### src/rtl/front_panel_ctrl.sv
// Front-panel button controller: synchronise/debounce three buttons, issue command strobes, await sequencer ack.
// Optional fetched-instruction counter enabled by defining FRONT_PANEL_INSTR_COUNTER_EN.
module front_panel_ctrl #(
    parameter int DEBOUNCE_CYCLES = 16,
    parameter int STROBE_LEN      = 2,
    parameter int ACK_TIMEOUT     = 64
) (
    input  logic        clk,
    input  logic        reset,
    input  logic        btn_run,
    input  logic        btn_sst,
    input  logic        btn_halt,
    input  logic        running,
    input  logic        stb_fetch,
    output logic        startstop,
    output logic        sst,
    output logic        halt,
    output logic        busy,
    output logic        ack_err,
    output logic [15:0] instr_count
);
    localparam int CW = $clog2(DEBOUNCE_CYCLES + 1);
    localparam int PW = $clog2(STROBE_LEN + 1);
    localparam int TW = $clog2(ACK_TIMEOUT + 1);

    typedef enum logic [1:0] {S_IDLE, S_PULSE, S_WAIT_ACK, S_RELEASE} state_t;
    typedef enum logic [1:0] {CMD_RUN, CMD_SST, CMD_HALT} cmd_t;

    // Bit order for all per-button vectors: [0] run, [1] sst, [2] halt.
    logic [2:0]    r_sync1, r_sync2, r_level, r_level_d, r_evt;
    logic [CW-1:0] r_db_cnt [3];

    state_t        r_state;
    cmd_t          r_cmd;
    logic          r_run_at_press;
    logic          r_seen_run;
    logic [PW-1:0] r_pcnt;
    logic [TW-1:0] r_tmo;
    logic [1:0]    r_warm;
    logic          w_ack;

    always_ff @(posedge clk) begin
        if (reset) begin
            r_sync1   <= '0;
            r_sync2   <= '0;
            r_level   <= '0;
            r_level_d <= '0;
            r_evt     <= '0;
            for (int i = 0; i < 3; i++) r_db_cnt[i] <= '0;
        end else begin
            r_sync1   <= {btn_halt, btn_sst, btn_run};
            r_sync2   <= r_sync1;
            r_level_d <= r_level;
            r_evt     <= r_level & ~r_level_d;
            for (int i = 0; i < 3; i++) begin
                if (r_sync2[i] != r_level[i]) begin
                    if (r_db_cnt[i] == CW'(DEBOUNCE_CYCLES - 1)) begin
                        r_level[i]  <= r_sync2[i];
                        r_db_cnt[i] <= '0;
                    end else begin
                        r_db_cnt[i] <= r_db_cnt[i] + 1'b1;
                    end
                end else begin
                    r_db_cnt[i] <= '0;
                end
            end
        end
    end

    always_comb begin
        w_ack = 1'b0;
        case (r_cmd)
            CMD_RUN:  w_ack = r_run_at_press ? !running : running;
            CMD_HALT: w_ack = !running;
            default:  w_ack = r_seen_run && !running;
        endcase
    end

    always_ff @(posedge clk) begin
        if (reset) begin
            r_state        <= S_RELEASE;
            r_cmd          <= CMD_RUN;
            r_run_at_press <= 1'b0;
            r_seen_run     <= 1'b0;
            r_pcnt         <= '0;
            r_tmo          <= '0;
            r_warm         <= '0;
            startstop      <= 1'b0;
            sst            <= 1'b0;
            halt           <= 1'b0;
            ack_err        <= 1'b0;
        end else begin
            if (r_warm != 2'd2) r_warm <= r_warm + 1'b1;
            case (r_state)
                S_IDLE: begin
                    r_run_at_press <= running;
                    r_seen_run     <= 1'b0;
                    r_pcnt         <= '0;
                    if (r_evt[2]) begin
                        if (!running) r_state <= S_RELEASE;
                        else begin
                            r_cmd   <= CMD_HALT;
                            halt    <= 1'b1;
                            r_state <= S_PULSE;
                        end
                    end else if (r_evt[0]) begin
                        r_cmd     <= CMD_RUN;
                        startstop <= 1'b1;
                        r_state   <= S_PULSE;
                    end else if (r_evt[1]) begin
                        if (running) r_state <= S_RELEASE;
                        else begin
                            r_cmd   <= CMD_SST;
                            sst     <= 1'b1;
                            r_state <= S_PULSE;
                        end
                    end
                end
                S_PULSE: begin
                    if (running) r_seen_run <= 1'b1;
                    if (r_pcnt == PW'(STROBE_LEN - 1)) begin
                        startstop <= 1'b0;
                        sst       <= 1'b0;
                        halt      <= 1'b0;
                        r_tmo     <= '0;
                        r_state   <= S_WAIT_ACK;
                    end else begin
                        r_pcnt <= r_pcnt + 1'b1;
                    end
                end
                S_WAIT_ACK: begin
                    if (running) r_seen_run <= 1'b1;
                    if (w_ack) r_state <= S_RELEASE;
                    else if (r_tmo == TW'(ACK_TIMEOUT - 1)) begin
                        ack_err <= 1'b1;
                        r_state <= S_RELEASE;
                    end else begin
                        r_tmo <= r_tmo + 1'b1;
                    end
                end
                default: begin
                    // The synchroniser must have refilled and show no press, so a button held through reset cannot re-arm.
                    if (r_warm == 2'd2 && r_level == 3'b000 && r_sync2 == 3'b000) r_state <= S_IDLE;
                end
            endcase
        end
    end

    assign busy = (r_state != S_IDLE);

`ifdef FRONT_PANEL_INSTR_COUNTER_EN
    logic [15:0] r_instr_cnt;

    always_ff @(posedge clk) begin
        if (reset) r_instr_cnt <= '0;
        else if (stb_fetch && running) r_instr_cnt <= r_instr_cnt + 16'd1;
    end

    assign instr_count = r_instr_cnt;
`else
    logic w_unused_fetch;

    assign w_unused_fetch = stb_fetch;
    assign instr_count    = 16'h0000;
`endif

endmodule
### config.mk
export PLATFORM = sky130hd
export DESIGN_NAME = front_panel_ctrl
export DESIGN_NICKNAME = d
export VERILOG_FILES = /design/src/rtl/front_panel_ctrl.sv
export SDC_FILE = /design/constraint.sdc
export NUM_CORES = 1
export LEC_CHECK = 0
export BUFFER_PORTS_ARGS = -buffer_cell sky130_fd_sc_hd__buf_2
export CAP_MARGIN = 20
export CORE_ASPECT_RATIO = 0.6
export CORE_MARGIN = 5
export CORE_UTILIZATION = 45
export CTS_CLUSTER_DIAMETER = 200
export DETAILED_ROUTE_END_ITERATION = 6
export GPL_TIMING_DRIVEN = 0
export PLACE_DENSITY = 0.71
export SLEW_MARGIN = 15
export SYNTH_ARGS = -nofsm -noshare
export SYNTH_HDL_FRONTEND = slang
export SYNTH_SLANG_ARGS = --single-unit
### constraint.sdc
create_clock -name clk -period 2.2 [get_ports clk]
set_input_delay 0.55 -clock clk [delete_from_list [all_inputs] [get_ports clk]]
set_output_delay 0.55 -clock clk [all_outputs]
set_load 0.02 [all_outputs]
# After elaboration in Yosys (flattened, before gate mapping)
# Memory sizes are Yosys's and may differ from the RTL's.
# Index checks and enable logic that the tools add are counted.
# Widths: inputs -> output; s select.
# word_totals
regBits,36
ramBits,15
inputBits,7
out_inout_bits,21
word_cells,173
memories,1
# classes
add_sub_neg,6
eq_ne,29
mux,80
bitwise,12
reduce_logical,27
# mem_list
memory,depth,word_bits,rd,rd_clocked_by_memory_dff,wr,line,text
r_db_cnt,3,5,3,0,3,31,logic [CW-1:0] r_db_cnt [3];
# op_table
op,n
$mux 1,45
$mux 5,9
$mux 2,15
$ne 2x2->1 const B,13
$mux 7,3
$reduce_and 4->1,5
$add 5x1->5 const B,3
$eq 5x4->1 const B,3
$pmux 7 s2,1
$pmux 1 s2,5
$reduce_and 2->1,5
$or 1x1->1,9
$reduce_bool 2->1,4
$add 7x1->7 const B,1
$eq 7x6->1 const B,1
$eq 2x2->1 const B,3
$logic_not 3->1,2
$pmux 2 s3,1
$reduce_and 6->1,1
$add 2x1->2 const B,2
$eq 2x1->1 const B,2
$logic_not 2->1,2
$ne 4x4->1 const B,1
$pmux 2 s2,1
other kinds (13),17

# Depth between registers and ports, before layout
# Gate-level depths: netlist of the first run.
# An unclocked memory read counts as a cell.
# depth
depth_word,9
depth_mapped,8
mapped_depth_nobuf,6

# Least setup slack after synthesis of the first run
# No wires, ideal clock.
# synth_timing
path_type,input -> register
from,in running
to,reg r_tmo[2]
setup_time_ns,0.071
arrival_time_ns,1.634
t_required_ns,2.129
path_slack_ns,0.496
stages,4
n_path_buf,0
cell_sequence,nor3_1 -> o311ai_2 -> or4_1 -> a21oi_1
# synth_via
elab_chain_len,5
word_cells_on_any_way,6
classes_between,1 x eq/ne; 2 x mux; 3 x reduce/logical
# synth_lines
item,line,text
"start, declared",13,"input logic running,"
$logic_not 1->1,--,
$mux 1 or $logic_and 1x1->1 (tied branches),"73, 75",
$pmux 1 s2 (*),72,case (r_cmd)
$ne 2x2->1 (no source line) (*),--,
$reduce_and 4->1 (no source line) (*),--,
"end signal, assigned",138,r_tmo <= r_tmo + 1'b1;
"end, declared",38,logic [TW-1:0] r_tmo;
# Every way passes the cells marked *; elsewhere a longest branch is shown, timed or not.
# A chain may end at the register's enable or synchronous reset.

# Worst setup path after layout of the first run
# layout_timing
from,reg r_state[1]
to,reg r_tmo[4]
# layout_via
elab_chain_len,3
word_cells_on_any_way,8
classes_between,5 x eq/ne; 1 x mux; 2 x reduce/logical
# layout_lines
item,line,text
"start, declared",33,state_t r_state;
"start signal, assigned",81,r_state <= S_RELEASE;
"start signal, assigned",100,if (!running) r_state <= S_RELEASE;
"start signal, assigned",104,r_state <= S_PULSE;
$eq 2x2->1 or $eq 2x1->1 (tied branches),94,case (r_state)
$ne 2x2->1 (no source line) or $reduce_bool 2->1 (tied branches),--,
$reduce_and 4->1 (no source line),--,
# Several ways; a longest one is shown, not always the timed one.

==> results.json, run 1 <==
{
  "status": "completed",
  "drive_gt1_share_pct": 14.3,
  "cts.sinks": 51,
  "layout.cells.non_filler": 376,
  "grtUsageTotal_pct": 13.4,
  "viasPerCell": 4.75,
  "cts-root-buf": "clkbuf_8",
  "period_share_pct": 91.3,
  "place_congestion": 0.836,
  "synth_cells": 260,
  "async_flop_share_pct": 0,
  "io_buffers": 10,
  "core_um2": 5490,
  "hold_buffers": 0,
  "crit_required_ns": 2.43,
  "first_pass_iters": 4,
  "clk_pin_slew_ns": 0.09,
  "crit_path_start_kind": "flop",
  "rsz0062_at_grt": "no",
  "final_cell_mix": "dfxtp_1 (36), nor2_1 (35), conb_1 (31)",
  "synth.largest_area_cell": "dfxtp_1",
  "syn_area_per_cell_um2": 9.67,
  "drt_wl_total_mm": 4.47,
  "die_y_um": 67.9,
  "synth-edff-count": 15,
  "ys_seq_elements": 51,
  "path_class": "reg2reg",
  "drc": 0,
  "fin_crit_ns": 2.01,
  "yosysUniqueCellTypes": 49,
  "timing.fmax_mhz": 498,
  "dieArea_um2": 7230,
  "irDropWorstVdd_uv": 364,
  "grt_max_degree": 17,
  "cp-end-kind": "flop",
  "ctsLongestPathBuffers": 2,
  "clkLatencyLatePin_ns": 0.30,
  "slew_headroom_pct": 54.1,
  "cp_data_arrival_time_ns": 2.24,
  "wire_per_inst_um": 11.9,
  "area_delta_synth_final_pct": 14.1,
  "grt_pass1_wl_mm": 7.49,
  "ant_nets": 0,
  "fin_util_pct": 52.3,
  "syn_area_um2": 2510,
  "post_cts_buffers": 0,
  "power_leakage_nw": 1.23,
  "start_util_pct": 45.8,
  "vias": 1787,
  "design_area_um2": 2870,
  "maxSlewViolCount": 0,
  "nFillCells": 512,
  "netlist.area_leader.share_pct": 28.7,
  "hold_violations": 0,
  "placed_cells": 368,
  "grt_pass1_vias": 1574,
  "synthTopCellsByArea": "dfxtp_1 (29%), edfxtp_1 (18%), ha_1 (6.5%)",
  "rows": 21,
  "antenna_found_initial": 0,
  "worst_clock_skew_ns": 0.00733,
  "die_w_um": 107,
  "antennaDiodeCount": 0,
  "dp_hpwl_mm": 3.32,
  "io_pins": 28,
  "grt.overflow.total": 0,
  "layout_commonest_cell": "dfxtp_1",
  "tns_ns": 0,
  "cts_tree": "done",
  "cts_resized": 0,
  "yosys_warnings": 0,
  "seq_area_frac_synth_pct": 46.6,
  "htreeDepth": 2,
  "placed_area_um2": 2760,
  "numCtsBuffers": 5,
  "drt_iter0_markers": 81,
  "maxCapViolCount": 0,
  "worst_hold_path_type": "reg2reg",
  "worstMarginPinSlew_ns": 0.687,
  "setup_viol": 0,
  "ys.flop_type": "dfxtp_1",
  "p_per_area_nw_per_um2": 794,
  "worstPathMaxFanout": 10,
  "fin_nets": 326
}
critical path, cell delays in order, from the launching register on:
cell	delay (ns)
dfxtp_1	0.38
inv_1	0.07
ha_1	0.19
clkbuf_1	0.21
nand2b_1	0.16
buf_2	0.23
nand4_1	0.13
or4_1	0.41
a21oi_1	0.15
report_power, final:
part	total (mW)	internal [mW]	switching [mW]
sequential	1.08	1.03	0.0492
clock	0.654	0.340	0.314
combinational	0.541	0.217	0.325
registers in the layout (all words and copies together), names as in the netlist, 3 cells and up:
register and cells:
r_sync2 3, r_level 3, r_evt 3, r_level_d 3, r_db_cnt 15, r_sync1 3, r_tmo 7
logic make-up after synthesis:
| group | count (synthesis) | synth area share (%) |
|---|---|---|
| XOR/XNOR | 10 | 3.48 |
| buffers and inverters | 41 | 8.91 |
| adder cells (fa/ha/maj) | 13 | 6.47 |
| AND/OR/NAND/NOR | 95 | 20.1 |
| AO/OA/AOI/OAI | 40 | 10.9 |
| other | 2 | 0.299 |
| flip-flops | 51 | 46.6 |
| multiplexers | 8 | 3.18 |
routing by layer:
layer	vias up	GRT usage, %	part of all wire [%]
li1	948	-	-
met1	797	19.8	55
met3	8	4.34	6.0
met5	-	0	0
met4	0	4.31	1.3
met2	34	18.1	37
worst paths after layout:
path,from,endpoint,slack (ns),depth (start not counted)
max reg2reg,r_state[1],r_tmo[4],0.19,8
min,r_level_d[0],r_evt[0],0.40,1
min reg2reg,r_level_d[0],r_evt[0],0.40,1
max,r_state[1],r_tmo[4],0.19,8
cells in the mapped netlist (all sizes together) (2+ instances only):
cell type and instances:
a21oi 17, a221oi 2, and3 5, buf 21, clkbuf 5, conb 2, dfxtp 36, edfxtp 15
ha 13, inv 15, mux2i 8, nand2 10, nand2b 2, nand3 4, nand4 4, nor2 35
nor2b 14, nor3 5, nor4 2, o211ai 2, o21ai 5, o311a 2, o31ai 3, or3 4
or4 3, xnor2 6, xor2 4
area by class of cell:
class	instances	area [um2]	area share, %
timing repair buffer	10	50.0	1.74
inverter	15	56.3	1.96
multi-input combinational	197	1230	42.8
clock buffer	6	72.6	2.53
sequential	51	1170	40.8
buffer	26	168	5.84
clock inverter	2	37.5	1.31
tap	69	86.3	3.01
stage by stage:
| step | hold slack [ns] | setup WS, ns | power [mW] |
|---|---|---|---|
| after global placement | 0.373 | 0.232 | 1.63 |
| after floorplan | 0.367 | 0.496 | 1.52 |
| after detailed placement | 0.378 | 0.221 | 1.64 |
| after global routing | 0.414 | 0.0576 | 2.42 |
| final | 0.398 | 0.192 | 2.28 |
| after CTS | 0.404 | 0.200 | 2.29 |
Power figures use the tool's default switching activity.
==> run 2, diff against run 1 <==
Settings changed: CORE_UTILIZATION 45 to 25, PLACE_DENSITY 0.71 to 0.48.
==> results.json, run 2 (synthesis results as in run 1) <==
{
  "status": "completed",
  "core_um2": 9840,
  "hold_end": "r_evt[1]",
  "grtUsageTotal_pct": 8.22,
  "drive_gt1_share_pct": 14.7,
  "placed_cells": 434,
  "crit_required_ns": 2.43,
  "r2r-start": "r_state[1]",
  "reg_top3": "r_db_cnt x15, r_tmo x7",
  "die_y_um": 87.7,
  "drt_iter0_markers": 73,
  "start_util_pct": 25.5,
  "top_register": "r_db_cnt",
  "dp_hpwl_mm": 3.51,
  "pre_cts_ws_ns": 0.152,
  "post_cts_buffers": 0,
  "crit_path_start_kind": "flop",
  "fin_crit_ns": 1.95,
  "antenna_found_initial": 0,
  "clk_pin_slew_ns": 0.07,
  "design_area_um2": 3000,
  "wire_per_inst_um": 11.1,
  "io_buffers": 10,
  "timing.fmax_mhz": 513,
  "dieArea_um2": 12200,
  "io_pins": 28,
  "maxSlewViolCount": 0,
  "htreeDepth": 2,
  "worstMarginPinSlew_ns": 0.703,
  "worst_hold_path_type": "reg2reg",
  "largest_reg_flops": 15,
  "slew_headroom_pct": 53.1,
  "irDropWorstVdd_uv": 273,
  "grt_max_degree": 17,
  "grt.overflow.total": 0,
  "drc": 0,
  "holdPathStages": 1,
  "worst_clock_skew_ns": 0.00790,
  "cts_resized": 0,
  "layout_commonest_cell": "dfxtp_1",
  "clkLatencyLatePin_ns": 0.30,
  "cts-root-buf": "clkbuf_16",
  "fin_nets": 325,
  "numCtsBuffers": 5,
  "hold_buffers": 0,
  "drt_wl_total_mm": 4.88,
  "p_per_area_nw_per_um2": 822,
  "path_class": "reg2reg",
  "power_leakage_nw": 1.26,
  "whs_ns": 0.387,
  "maxCapViolCount": 0,
  "hold_violations": 0,
  "grt_pass1_vias": 1531,
  "area_delta_synth_final_pct": 19.4,
  "layout.cells.non_filler": 441,
  "grt_pass1_wl_mm": 7.89,
  "tns_ns": 0,
  "ctsLongestPathBuffers": 2,
  "setup_ws_ns": 0.250,
  "viasPerCell": 4.06,
  "setup_viol": 0,
  "cp-end-kind": "flop",
  "period_share_pct": 88.6,
  "r2r_cells": 7,
  "rows": 28,
  "placed_area_um2": 2840,
  "ant_nets": 0,
  "min_from": "r_level_d[1]",
  "r2r_end": "r_tmo[4]",
  "worstPathMaxFanout": 10,
  "reg2reg_slack_ns": 0.25,
  "cts_tree": "done",
  "place_congestion": 0.742,
  "rsz0062_at_grt": "no",
  "antennaDiodeCount": 0,
  "die_w_um": 139,
  "first_pass_iters": 4,
  "cts.sinks": 51,
  "vias": 1789,
  "cp_data_arrival_time_ns": 2.18,
  "final_cell_mix": "dfxtp_1 (36), nor2_1 (35), conb_1 (31)"
}
-- run 2: changes by cell type in the layout (fill, tap and decap cells not counted), sizes merged --
cell / change
bufinv: -1
clkbuf: -1
clkinv: +2
clkinvlp: -1
-- run 2: worst max path at each step --
stage	from	to
after floorplan	running	r_tmo[2]
after global placement	reset	ack_err
after detailed placement	reset	r_state[0]
after CTS	r_state[1]	r_tmo[4]
after global routing	r_state[1]	r_tmo[4]
final	r_state[1]	r_tmo[4]
-- run 2: area by class of cell --
cell class,count,area [um2]
Tap cell,135,169
Sequential cell,51,1170
Inverter,15,56.3
Buffer,25,164
Fill cell,1009,6840
Timing Repair Buffer,10,50.0
Clock buffer,6,150
Multi-Input combinational cell,197,1230
Clock inverter,2,13.8
-- run 2: worst max-delay path, cell delays in order (launching register included) --
cell	delay, ns
dfxtp_1	0.38
inv_1	0.08
ha_1	0.34
nand2b_1	0.17
buf_2	0.22
nand4_1	0.15
or4_1	0.41
a21oi_1	0.14
-- run 2: layer usage --
| layer | global-route usage [%] | share of wire (%) | up-vias |
|---|---|---|---|
| met5 | 0 | 0 | - |
| met4 | 3.20 | 1.6 | 0 |
| met3 | 2.56 | 4.7 | 8 |
| met2 | 10.3 | 37 | 32 |
| met1 | 12.7 | 57 | 801 |
| li1 | - | - | 948 |
-- run 2: power breakdown --
group	switching (mW)	total, mW	internal, mW
clock	0.351	0.842	0.491
sequential	0.0496	1.08	1.03
combinational	0.326	0.542	0.216
total	0.727	2.47	1.74
-- run 2: metrics by stage --
stage / utilization, % / power [mW]
floorplan: - / 1.52
global placement: 28.9 / 1.64
detailed placement: 28.9 / 1.64
CTS: 30.5 / 2.50
global route: 30.5 / 2.62
finish: 30.5 / 2.47
==> run 3, diff against run 2 <==
Settings changed: REMOVE_ABC_BUFFERS set to 1.
==> results.json, run 3 (synthesis results as in run 1) <==
{
  "power_leakage_nw": 1.14,
  "reg_top3": "r_db_cnt x15, r_tmo x7",
  "maxSlewViolCount": 0,
  "ctsLongestPathBuffers": 2,
  "path_common_cell": "inv_1",
  "cts-root-buf": "clkbuf_16",
  "top_register": "r_db_cnt",
  "grt.overflow.total": 0,
  "place_congestion": 0.768,
  "crit_path_start_kind": "flop",
  "die_w_um": 139,
  "io_buffers": 10,
  "first_pass_iters": 4,
  "drive_gt1_share_pct": 8.54,
  "wire_per_inst_um": 10.6,
  "layout.cells.non_filler": 416,
  "crit_required_ns": 1.65,
  "worstMarginPinSlew_ns": 0.653,
  "hold_buffers": 0,
  "area_delta_synth_final_pct": 11.8,
  "cts.sinks": 51,
  "drt_wl_total_mm": 4.43,
  "worstPathCellList": "inv_1, ha_1, inv_1, buf_2",
  "worst_hold_path_type": "reg2reg",
  "numCtsBuffers": 5,
  "clkLatencyLatePin_ns": 0.29,
  "dp_hpwl_mm": 3.18,
  "path_class": "reg2out",
  "timing.fmax_mhz": 483,
  "tns_ns": 0,
  "placed_cells": 408,
  "worstPathMaxFanout": 11,
  "start_util_pct": 25.5,
  "rows": 28,
  "fin_util_pct": 28.6,
  "vias": 1703,
  "worst_clock_skew_ns": 0.00607,
  "fin_nets": 300,
  "status": "completed",
  "slew_headroom_pct": 56.4,
  "grtUsageTotal_pct": 7.60,
  "die_y_um": 87.7,
  "period_share_pct": 94.0,
  "critical-path-max-stage-delay_ns": 0.42,
  "irDropWorstVdd_uv": 354,
  "layout_commonest_cell": "dfxtp_1",
  "cp_data_arrival_time_ns": 1.52,
  "cts_resized": 0,
  "hold_violations": 0,
  "post_cts_buffers": 0,
  "io_pins": 28,
  "setup_viol": 0,
  "rsz0062_at_grt": "no",
  "drc": 0,
  "maxCapViolCount": 0,
  "cp-end-kind": "primary output",
  "design_area_um2": 2810,
  "ant_nets": 0,
  "grt_max_degree": 35,
  "largest_reg_flops": 15,
  "core_um2": 9840,
  "fin_crit_ns": 2.07,
  "placed_area_um2": 2680,
  "htreeDepth": 2,
  "grt_pass1_wl_mm": 7.40,
  "worst_path_max_delay_cell": "ha_1",
  "antenna_found_initial": 0,
  "antennaDiodeCount": 0,
  "cts_tree": "done",
  "p_per_area_nw_per_um2": 826,
  "final_cell_mix": "dfxtp_1 (36), nor2_1 (35), conb_1 (31)",
  "multi_input_area_um2": 1230,
  "whs_ns": 0.386,
  "cp_num_buf_inv": 3,
  "viasPerCell": 4.09,
  "clk_pin_slew_ns": 0.06,
  "grt_pass1_vias": 1558,
  "drt_iter0_markers": 51,
  "nFillCells": 1025,
  "dieArea_um2": 12200,
  "cpLargestDelayFamily": "buffers and inverters",
  "seq_area_um2": 1170
}
run 3: cell count changes in the layout (fill, tap and decap cells not counted), sizes merged:
| cell | before | now |
|---|---|---|
| buf | 31 | 10 |
| clkbuf | 10 | 7 |
| clkinv | 2 | 1 |
run 3: per-layer routing:
metal / wire [um] / global-route usage, % / vias up / share of wire [%]
met5: 0 / 0 / - / 0
met3: 229 / 2.84 / 5 / 5.2
met1: 2370 / 10.3 / 769 / 53
li1: - / - / 904 / -
met2: 1770 / 11.0 / 25 / 40
met4: 61 / 2.93 / 0 / 1.4
run 3: through the flow:
| step | setup WS (ns) | power [mW] |
|---|---|---|
| after floorplan | 0.493 | 1.48 |
| after global placement | 0.116 | 1.59 |
| after detailed placement | 0.111 | 1.60 |
| after CTS | 0.105 | 2.37 |
| after global routing | 0.000472 | 2.49 |
| final | 0.131 | 2.32 |
run 3: worst register-to-register path, stage by stage (launching register included):
cell      delay, ns
dfxtp_1        0.37
inv_1          0.07
ha_1           0.30
nand2b_1       0.38
nand4_1        0.17
or4_1          0.42
a21oi_1        0.15
run 3: final cells by class:
class	instances	share of cell area, %
clock inverters	1	0.178
repair buffers	10	1.78
flip-flops and latches	51	41.6
well taps	135	6.01
inverters	15	2.00
multi-input cells	197	43.7
clock buffers	7	4.72
run 3: worst paths after layout:
path                      from  endpoint  slack, ns  cells after the start
setup reg to reg    r_state[1]  r_tmo[4]       0.26                      6
hold reg to reg   r_level_d[2]  r_evt[2]       0.39                      1
setup / recovery    r_state[0]      busy       0.13                      4
hold / removal    r_level_d[2]  r_evt[2]       0.39                      1
run 3: where the power goes:
group / internal (mW) / switching, mW / total [mW] / leakage (nW)
registers: 1.03 / 0.0484 / 1.08 / 0.447
logic: 0.190 / 0.307 / 0.498 / 0.623
clock network: 0.421 / 0.321 / 0.741 / 0.0679
total: 1.65 / 0.676 / 2.32 / 1.14
